`config.mk`:
```
export PLATFORM = sky130hd
export DESIGN_NAME = mem_port_arbiter
export DESIGN_NICKNAME = d
export VERILOG_FILES = /design/src/rtl/mem_arb_pkg.sv /design/src/rtl/rr_arb2.sv /design/src/rtl/mem_port_arbiter.sv
export SDC_FILE = /design/constraint.sdc
export NUM_CORES = 1
export LEC_CHECK = 0
export BUFFER_PORTS_ARGS = -buffer_cell sky130_fd_sc_hd__clkbuf_2
export CAP_MARGIN = 20
export CORE_UTILIZATION = 48
export DETAILED_ROUTE_END_ITERATION = 10
export GPL_TIMING_DRIVEN = 0
export PLACE_DENSITY_LB_ADDON = 0.08
export SYNTH_ARGS = -nofsm -noshare
export SYNTH_HDL_FRONTEND = slang
export SYNTH_SLANG_ARGS = --single-unit
```
`constraint.sdc`:
```
create_clock -name clk -period 2.8 [get_ports clk]
set_input_delay 0.28 -clock clk [delete_from_list [all_inputs] [get_ports clk]]
set_output_delay 0.28 -clock clk [all_outputs]
set_load 0.01 [all_outputs]
```
`src/rtl/mem_arb_pkg.sv`:
```
// Shared definitions for the two-requester simple_mem port arbiter.
package mem_arb_pkg;

  localparam int unsigned AW_DEF = 2;
  localparam int unsigned DW_DEF = 4;

  localparam logic REQ0 = 1'b0;
  localparam logic REQ1 = 1'b1;

  typedef enum logic [1:0] {
    ST_IDLE    = 2'd0,
    ST_ISSUE   = 2'd1,
    ST_CAPTURE = 2'd2,
    ST_RESP    = 2'd3
  } arb_state_e;

endpackage

```
`src/rtl/rr_arb2.sv`:
```
// Combinational two-way round-robin pick; the requester not granted last wins ties.
module rr_arb2
  import mem_arb_pkg::*;
(
  input  logic i_req0,
  input  logic i_req1,
  input  logic i_last_gnt,
  output logic o_gnt_valid_c,
  output logic o_gnt_id_c
);

  always_comb begin
    o_gnt_valid_c = i_req0 | i_req1;
    o_gnt_id_c    = REQ0;
    if (i_req0 && i_req1) begin
      o_gnt_id_c = ~i_last_gnt;
    end else if (i_req1) begin
      o_gnt_id_c = REQ1;
    end
  end

endmodule

```
`src/rtl/mem_port_arbiter.sv`:
```
// Shares one simple_mem port between two requesters: round-robin grant,
// one-cycle write/read issue, read capture and a one-cycle ack per transaction.
module mem_port_arbiter
  import mem_arb_pkg::*;
#(
  parameter int unsigned AW = AW_DEF,
  parameter int unsigned DW = DW_DEF
) (
  input  logic          clk,
  input  logic          rst_n,
  input  logic          req0,
  input  logic          we0,
  input  logic [AW-1:0] addr0,
  input  logic [DW-1:0] wdata0,
  output logic          ack0,
  input  logic          req1,
  input  logic          we1,
  input  logic [AW-1:0] addr1,
  input  logic [DW-1:0] wdata1,
  output logic          ack1,
  output logic [DW-1:0] rdata,
  output logic          mem_we,
  output logic [AW-1:0] mem_addr,
  output logic [DW-1:0] mem_wdata,
  input  logic [DW-1:0] mem_rdata,
  output logic          busy
);

  arb_state_e    r_state, w_state_nxt;
  logic          r_last_gnt, w_last_gnt_nxt;
  logic          r_gnt_id, w_gnt_id_nxt;
  logic          r_we, w_we_nxt;
  logic [AW-1:0] r_addr, w_addr_nxt;
  logic [DW-1:0] r_wdata, w_wdata_nxt;
  logic [DW-1:0] r_rdata, w_rdata_nxt;
  logic          r_mem_we, w_mem_we_nxt;
  logic          r_ack0, w_ack0_nxt;
  logic          r_ack1, w_ack1_nxt;
  logic          r_busy, w_busy_nxt;
  logic          w_gnt_valid;
  logic          w_gnt_id;

  rr_arb2 u_rr_arb2 (
    .i_req0       (req0),
    .i_req1       (req1),
    .i_last_gnt   (r_last_gnt),
    .o_gnt_valid_c(w_gnt_valid),
    .o_gnt_id_c   (w_gnt_id)
  );

  // State, latches and registered outputs; reset makes requester 0 win first.
  always_ff @(posedge clk or negedge rst_n) begin
    if (!rst_n) begin
      r_state    <= ST_IDLE;
      r_last_gnt <= REQ1;
      r_gnt_id   <= REQ0;
      r_we       <= 1'b0;
      r_addr     <= '0;
      r_wdata    <= '0;
      r_rdata    <= '0;
      r_mem_we   <= 1'b0;
      r_ack0     <= 1'b0;
      r_ack1     <= 1'b0;
      r_busy     <= 1'b0;
    end else begin
      r_state    <= w_state_nxt;
      r_last_gnt <= w_last_gnt_nxt;
      r_gnt_id   <= w_gnt_id_nxt;
      r_we       <= w_we_nxt;
      r_addr     <= w_addr_nxt;
      r_wdata    <= w_wdata_nxt;
      r_rdata    <= w_rdata_nxt;
      r_mem_we   <= w_mem_we_nxt;
      r_ack0     <= w_ack0_nxt;
      r_ack1     <= w_ack1_nxt;
      r_busy     <= w_busy_nxt;
    end
  end

  // Outputs are computed one state ahead so they are valid throughout the target state.
  always_comb begin
    w_state_nxt    = r_state;
    w_last_gnt_nxt = r_last_gnt;
    w_gnt_id_nxt   = r_gnt_id;
    w_we_nxt       = r_we;
    w_addr_nxt     = r_addr;
    w_wdata_nxt    = r_wdata;
    w_rdata_nxt    = r_rdata;
    w_mem_we_nxt   = 1'b0;
    w_ack0_nxt     = 1'b0;
    w_ack1_nxt     = 1'b0;

    case (r_state)
      ST_IDLE: begin
        if (w_gnt_valid) begin
          w_state_nxt    = ST_ISSUE;
          w_gnt_id_nxt   = w_gnt_id;
          w_last_gnt_nxt = w_gnt_id;
          if (w_gnt_id == REQ1) begin
            w_we_nxt    = we1;
            w_addr_nxt  = addr1;
            w_wdata_nxt = wdata1;
          end else begin
            w_we_nxt    = we0;
            w_addr_nxt  = addr0;
            w_wdata_nxt = wdata0;
          end
          w_mem_we_nxt = w_we_nxt;
        end
      end
      ST_ISSUE: begin
        if (r_we) begin
          w_state_nxt = ST_RESP;
          w_ack0_nxt  = (r_gnt_id == REQ0);
          w_ack1_nxt  = (r_gnt_id == REQ1);
        end else begin
          w_state_nxt = ST_CAPTURE;
        end
      end
      ST_CAPTURE: begin
        w_rdata_nxt = mem_rdata;
        w_state_nxt = ST_RESP;
        w_ack0_nxt  = (r_gnt_id == REQ0);
        w_ack1_nxt  = (r_gnt_id == REQ1);
      end
      ST_RESP: begin
        w_state_nxt = ST_IDLE;
      end
      default: begin
        w_state_nxt = ST_IDLE;
      end
    endcase

    w_busy_nxt = (w_state_nxt != ST_IDLE);
  end

  assign ack0      = r_ack0;
  assign ack1      = r_ack1;
  assign rdata     = r_rdata;
  assign mem_we    = r_mem_we;
  assign mem_addr  = r_addr;
  assign mem_wdata = r_wdata;
  assign busy      = r_busy;

endmodule

```
==> reports/results.txt, run 1 <==
syn_area_per_cell = 12.4 um^2
CTS Sinks = 19
CTS H-tree lvls = 1
clk_lat worst skew = 310 ps
Ports = 36
# resized after CTS = 0
FFs w/ async S/R, synth = 1.00
Die Span X = 43.0 um
Ys Warns = 0
Seq cells post-synth = 19
Mapped Cells = 65
Seq/Total Area, Yosys = 0.590
commonest cells in the netlist = dfrtp_1, nor2_1, a21oi_1, mux2i_1, mux2_2
Initial DRC Count = 6
Synth area leaders = dfrtp_1, mux2i_1, mux2_2
worst hold path class = primary input to register
grt ovf = 0
Worst path max stage delay = 420 ps
total negative setup slack = 0 ps
Net Count, Synth = 90
main flop type after synthesis = dfrtp_1
Final Hold Viols = 0
drt via density = 5.27
largest net degree at the start of global routing = 20
Synth Area in Adders = 0.0464
nets = 131
status = completed
number of synthesized flops with an enable pin = 0
drt total wl = 1.46 mm
first-pass detailed-route iteration total = 4
fmax = 0.666 GHz
placed cell area = 1000 um^2
Finished Layout Cells = 121
post-CTS setup buffer count = 0
DIE HEIGHT = 43.0 um
CP Data Required Time = 3020 ps
Post-Synth XOR/XNOR Area = 0
multiplexer share of the synthesized area = 0.142
die footprint = 1850 um^2
PD cells = 1040 nW/um^2
initial antenna violation count = 0
Final Max Slew Viols = 0
antenna-violating nets left = 0
min Tclk post-route = 1500 ps
Cell Chain, Critical Path = inv_1 -> ha_1 -> o21a_1 -> buf_4 -> nor2_1 -> a21oi_1
maxcap violations = 0
row count = 14
GRT Util Overall = 0.192
Max clock buf depth = 2
Placer Congestion = 0.721
Crit Path Max Fanout = 10
most common cell in the netlist = dfrtp_1
Tcrit/Tclk final = 0.537
Worst path slowest cell = dfrtp_1
relative slew slack = 0.694
final instance area = 1040 um^2
cts hold-fix bufs = 1
RSZ-0062 raised after global routing = no
post-synth top area share = 0.557
largest family of logic cells by synthesized area = multiplexers
area leader, netlist = dfrtp_1
CP endpoint kind = register
simple-gate share of the synthesized area = 0.0697
worst slew pin tran = 458 ps
first-pass GRT wire length = 2.51 mm
antenna diode count = 0
CTS tree = yes
startpoint types = register
maximum vdd drop = 0.630 mV
port bufs = 35
vias in the first global route = 602
Final HPWL DP = 1.09 mm
Leakage = 0.542 nW
# setup viols final = 0
via total after detailed routing = 638
Worst EP arrival = 1730 ps
Initial Utilization = 0.524
CTS root buffer = clkbuf_4
clk slew on worst S/H paths = 120 ps
area delta synth->final = 28.8%
CTS buffer count = 3
Worst Skew = 12.0 ps
total core area = 1540 um^2
CP Class = register to register
Syn Std Cell Area = 808 um^2
layout cells sized above 1 = 0.448
Synth Area in Compound Gates = 0.119
Netlist cell types = 21
DRC Markers = 0
Routed wire per std cell = 12.1 um
Cells after DPL = 116
## routing by layer
layer | up-vias | part of all wire | track usage
li1 | 310 | - | -
met1 | 300 | 0.46 | 0.237
met2 | 23 | 0.46 | 0.294
met3 | 5 | 0.050 | 0.0383
met4 | 0 | 0.031 | 0.145
met5 | - | 0 | 0
## power breakdown
group          total, W  switching, W  internal [W]
sequential     0.000473     0.0000644      0.000408
combinational  0.000473      0.000242      0.000231
clock          0.000141     0.0000872     0.0000533
## flip-flops by register name, indices dropped and copies added, names as in the netlist
name,cells
mem_wdata,4
rdata,4
mem_addr,2
r_state,2
ack0,1
ack1,1
busy,1
mem_we,1
r_gnt_id,1
r_last_gnt,1
r_we,1
## worst max-delay path: cells and delay by family (launching register included)
family                     cells  cell delay [ps]
and+or+nand+nor                1               50
AOI/OAI and AO/OA              2              380
adders and majority gates      1              280
DFF                            1              420
buffers and inverters          2              300
## path summary, 6_finish.rpt
kind / from / end / slack [ps] / depth (start not counted)
worst max-delay path: r_state[0] / r_we / 1300 / 6
worst min-delay path: mem_rdata[2] / rdata[2] / 200 / 2
worst max register to register: r_state[0] / r_we / 1300 / 6
worst min register to register: r_gnt_id / ack0 / 460 / 1
max in group asynchronous: rst_n / r_last_gnt / 2000 / 2
min in group asynchronous: rst_n / ack0 / 440 / 2
## final cells by class
cell class	instances	area (um^2)
Timing Repair Buffer	36	185
Tap cell	16	20.0
Inverter	2	7.51
Sequential cell	19	477
Fill cell	129	500
Clock buffer	3	22.5
Buffer	2	18.8
Clock inverter	1	5.00
Multi-Input combinational cell	42	305
## through the flow
stage	setup slack (ps)	utilization	total power [W]	hold WS [ps]
6_report	1300	0.675	0.00109	196
5_1_grt	1170	0.675	0.00118	186
4_1_cts	1310	0.675	0.00110	193
3_5_place_dp	1340	0.651	0.000958	250
3_3_place_gp	1370	0.651	0.000939	251
2_1_floorplan	1460	-	0.000788	-15.6
## cell usage in the layout, fill, tap and decap left out
cell and count:
clkbuf_2 35, dfrtp_1 18, nor2_1 9, a21oi_1 8
mux2i_1 7, mux2_2 4, ha_1 3, clkbuf_4 3
inv_1 2, nand2b_1 1, a21o_1 1, o32a_1 1
nand2_1 1, and3_1 1, or2_1 1, o21ai_0 1
a21boi_2 1, buf_6 1, o21a_1 1, buf_4 1
a31oi_1 1, a22o_1 1, clkinv_2 1, dlygate4sd3_1 1
dfstp_2 1
## logic make-up after synthesis
logic type	count (synthesis)
buf+inv	4
fa+ha+maj	3
flops	19
compound gates	15
mux	11
simple gates	13
No activity file was read; power rests on OpenSTA's default activity.
==> run 2: changes to the inputs <==
--- a/config.mk
+++ b/config.mk
@@ -7,7 +7,7 @@
 export LEC_CHECK = 0
 export BUFFER_PORTS_ARGS = -buffer_cell sky130_fd_sc_hd__clkbuf_2
 export CAP_MARGIN = 20
-export CORE_UTILIZATION = 48
+export CORE_UTILIZATION = 45
 export DETAILED_ROUTE_END_ITERATION = 10
 export GPL_TIMING_DRIVEN = 0
 export PLACE_DENSITY_LB_ADDON = 0.08
==> constraint.sdc (replaced) <==
create_clock -name clk -period 1.4 [get_ports clk]
set_input_delay 0.14 -clock clk [delete_from_list [all_inputs] [get_ports clk]]
set_output_delay 0.14 -clock clk [all_outputs]
set_load 0.01 [all_outputs]
==> reports/results.txt, run 2 (synthesis results as in run 1) <==
clk slew on worst S/H paths = 110 ps (about the same)
vias in the first global route = 617 (+2.5%)
antenna diode count = 0 (unchanged)
Crit path max-delay family = flip-flops
Crit Path Max Fanout = 6 (-4)
met3 Usage GRT = 0.0449 (+0.00660)
PD cells = 2110 nW/um^2 (+100%)
relative slew slack = 0.691 (-0.00315)
CP bufs+invs = 1 (-1)
Fillers = 132 (+2.3%)
CTS buffer count = 3 (unchanged)
drt total wl = 1.55 mm (+6.2%)
Final HPWL DP = 1.07 mm (-1.3%)
total core area = 1590 um^2 (+3.4%)
layout cells sized above 1 = 0.505 (+0.0571)
row count = 14 (unchanged)
met2 Usage GRT = 0.318 (+0.0237)
maxcap violations = 0 (unchanged)
Cells after DPL = 124 (+6.9%)
Net Sw Power = 0.000834 W (+110%)
sequential power share = 0.418 (-0.017)
startpoint types = register
clk_lat worst skew = 290 ps (-20 ps)
CTS tree = yes
Cell Chain, Critical Path = inv_2 -> ha_4 -> nand2b_1 -> o32a_1 -> or2_1
Initial Utilization = 0.507 (-0.0173)
Combinational Power Share = 0.464 (+0.029)
via total after detailed routing = 641 (+0.47%)
Ports = 36 (unchanged)
first-pass GRT wire length = 2.54 mm (+1.1%)
CP Data Required Time = 1590 ps (-1430 ps)
Power Internal = 0.00147 W (+110%)
Worst Skew = 3.61 ps (-8.36 ps)
area delta synth->final = 35.3%
placed cell area = 1010 um^2 (+1.0%)
status = completed
Placer Congestion = 0.689 (-4.4%)
CTS H-tree lvls = 1 (unchanged)
Final Max Slew Viols = 0 (unchanged)
Final Hold Viols = 0 (unchanged)
Finished Layout Cells = 131 (+8.3%)
# setup viols final = 0 (unchanged)
CTS Sinks = 19 (unchanged)
first-pass detailed-route iteration total = 4 (unchanged)
FF-to-FF path depth = 5 (-1)
grt ovf = 0 (unchanged)
GRT busiest layer = met2
area of the multi-input gates = 333 um^2 (+9.0%)
Worst EP arrival = 1580 ps (-150 ps)
clock share of power = 0.118 (-0.011)
largest net degree at the start of global routing = 20 (unchanged)
DIE HEIGHT = 44.4 um (+3.1%)
min Tclk post-route = 1390 ps (-109 ps)
port bufs = 35 (unchanged)
critical path depth = 5 (-1)
CP endpoint kind = register
switching power share of the total = 0.362 (-0.000681)
maximum vdd drop = 1.04 mV (+65%)
RSZ-0062 raised after global routing = yes
CTS root buffer = clkbuf_4
commonest non-fill, non-tap cell in the layout = clkbuf_2
Initial DRC Count = 9 (+3)
CP Class = register to register
DRC Markers = 0 (unchanged)
total negative setup slack = 0 ps (unchanged)
worst hold path class = primary input to register
die footprint = 1970 um^2 (+6.3%)
Min-Delay Path Depth = 2 (unchanged)
Tcrit/Tclk final = 0.995 (+0.459)
Max clock buf depth = 2 (unchanged)
Die Span X = 44.4 um (+3.1%)
initial antenna violation count = 0 (unchanged)
GRT Util Overall = 0.184 (-0.00838)
most frequent cells in the layout = clkbuf_2, dfrtp_1, nor2_1
Worst path max stage delay = 430 ps (about the same)
met1 Use GR = 0.208 (-0.0285)
Routed wire per std cell = 11.8 um (-1.9%)
Seq. cell area = 477 um^2 (unchanged)
Worst path slowest cell = dfrtp_1
drt via density = 4.89 (-7.2%)
worst slew pin tran = 463 ps (+4.72 ps)
final instance area = 1090 um^2 (+5.0%)
antenna-violating nets left = 0 (unchanged)
Leakage = 0.549 nW (+1.2%)
nets = 133 (+1.5%)
fmax = 0.718 GHz (+7.8%)
run 2: cell count changes in the layout (fill, tap and decap cells not counted), sizes merged:
cell	delta
buf	+2
run 2: power by group through the flow:
stage                     sequential (W)  combinational (W)  clock, W
after floorplan                  0.00103           0.000545         0
after global placement          0.000949           0.000926         0
after detailed placement        0.000957           0.000947         0
after CTS                       0.000955            0.00103  0.000283
after global routing            0.000993            0.00119  0.000300
final                           0.000963            0.00107  0.000271
run 2: what timing repair did:
action,CTS,global route
pin swaps,3,1
gates resized for setup,5,2
cloned,0,0
hold buffers,1,0
setup endpoints to repair,8,2
setup buffers,2,1
hold endpoints to repair,18,0
run 2: path summary, 6_finish.rpt:
path                               from  slack (ps)         end
hold / removal             mem_rdata[2]          70    rdata[2]
min in group asynchronous         rst_n         340    rdata[2]
max in group asynchronous         rst_n         720  r_last_gnt
setup reg to reg             r_state[0]           7        busy
hold reg to reg                r_gnt_id         470        ack0
setup / recovery             r_state[0]           7        busy
run 2: layout make-up:
cell class | count | area share
clock buffers | 3 | 0.0206
multi-input cells | 42 | 0.304
inverters | 2 | 0.00686
repair buffers | 38 | 0.183
plain buffers | 2 | 0.0172
flip-flops and latches | 19 | 0.436
well taps | 24 | 0.0275
clock inverters | 1 | 0.00458
run 2: routing by layer:
layer	vias up	routed length (um)
met3	0	90
met5	-	0
met4	0	0
met1	301	644
met2	32	817
li1	308	-
run 2: stage by stage:
step                total power (W)  hold WS (ps)   util  worst slack [ps]
global placement            0.00188           113  0.636             -38.2
CTS                         0.00227          61.4  0.675              4.81
detailed placement          0.00190           115  0.636             -54.2
global route                0.00248          65.0  0.686             -50.4
floorplan                   0.00158          -156      -              59.8
finish                      0.00230          69.6  0.686              6.51
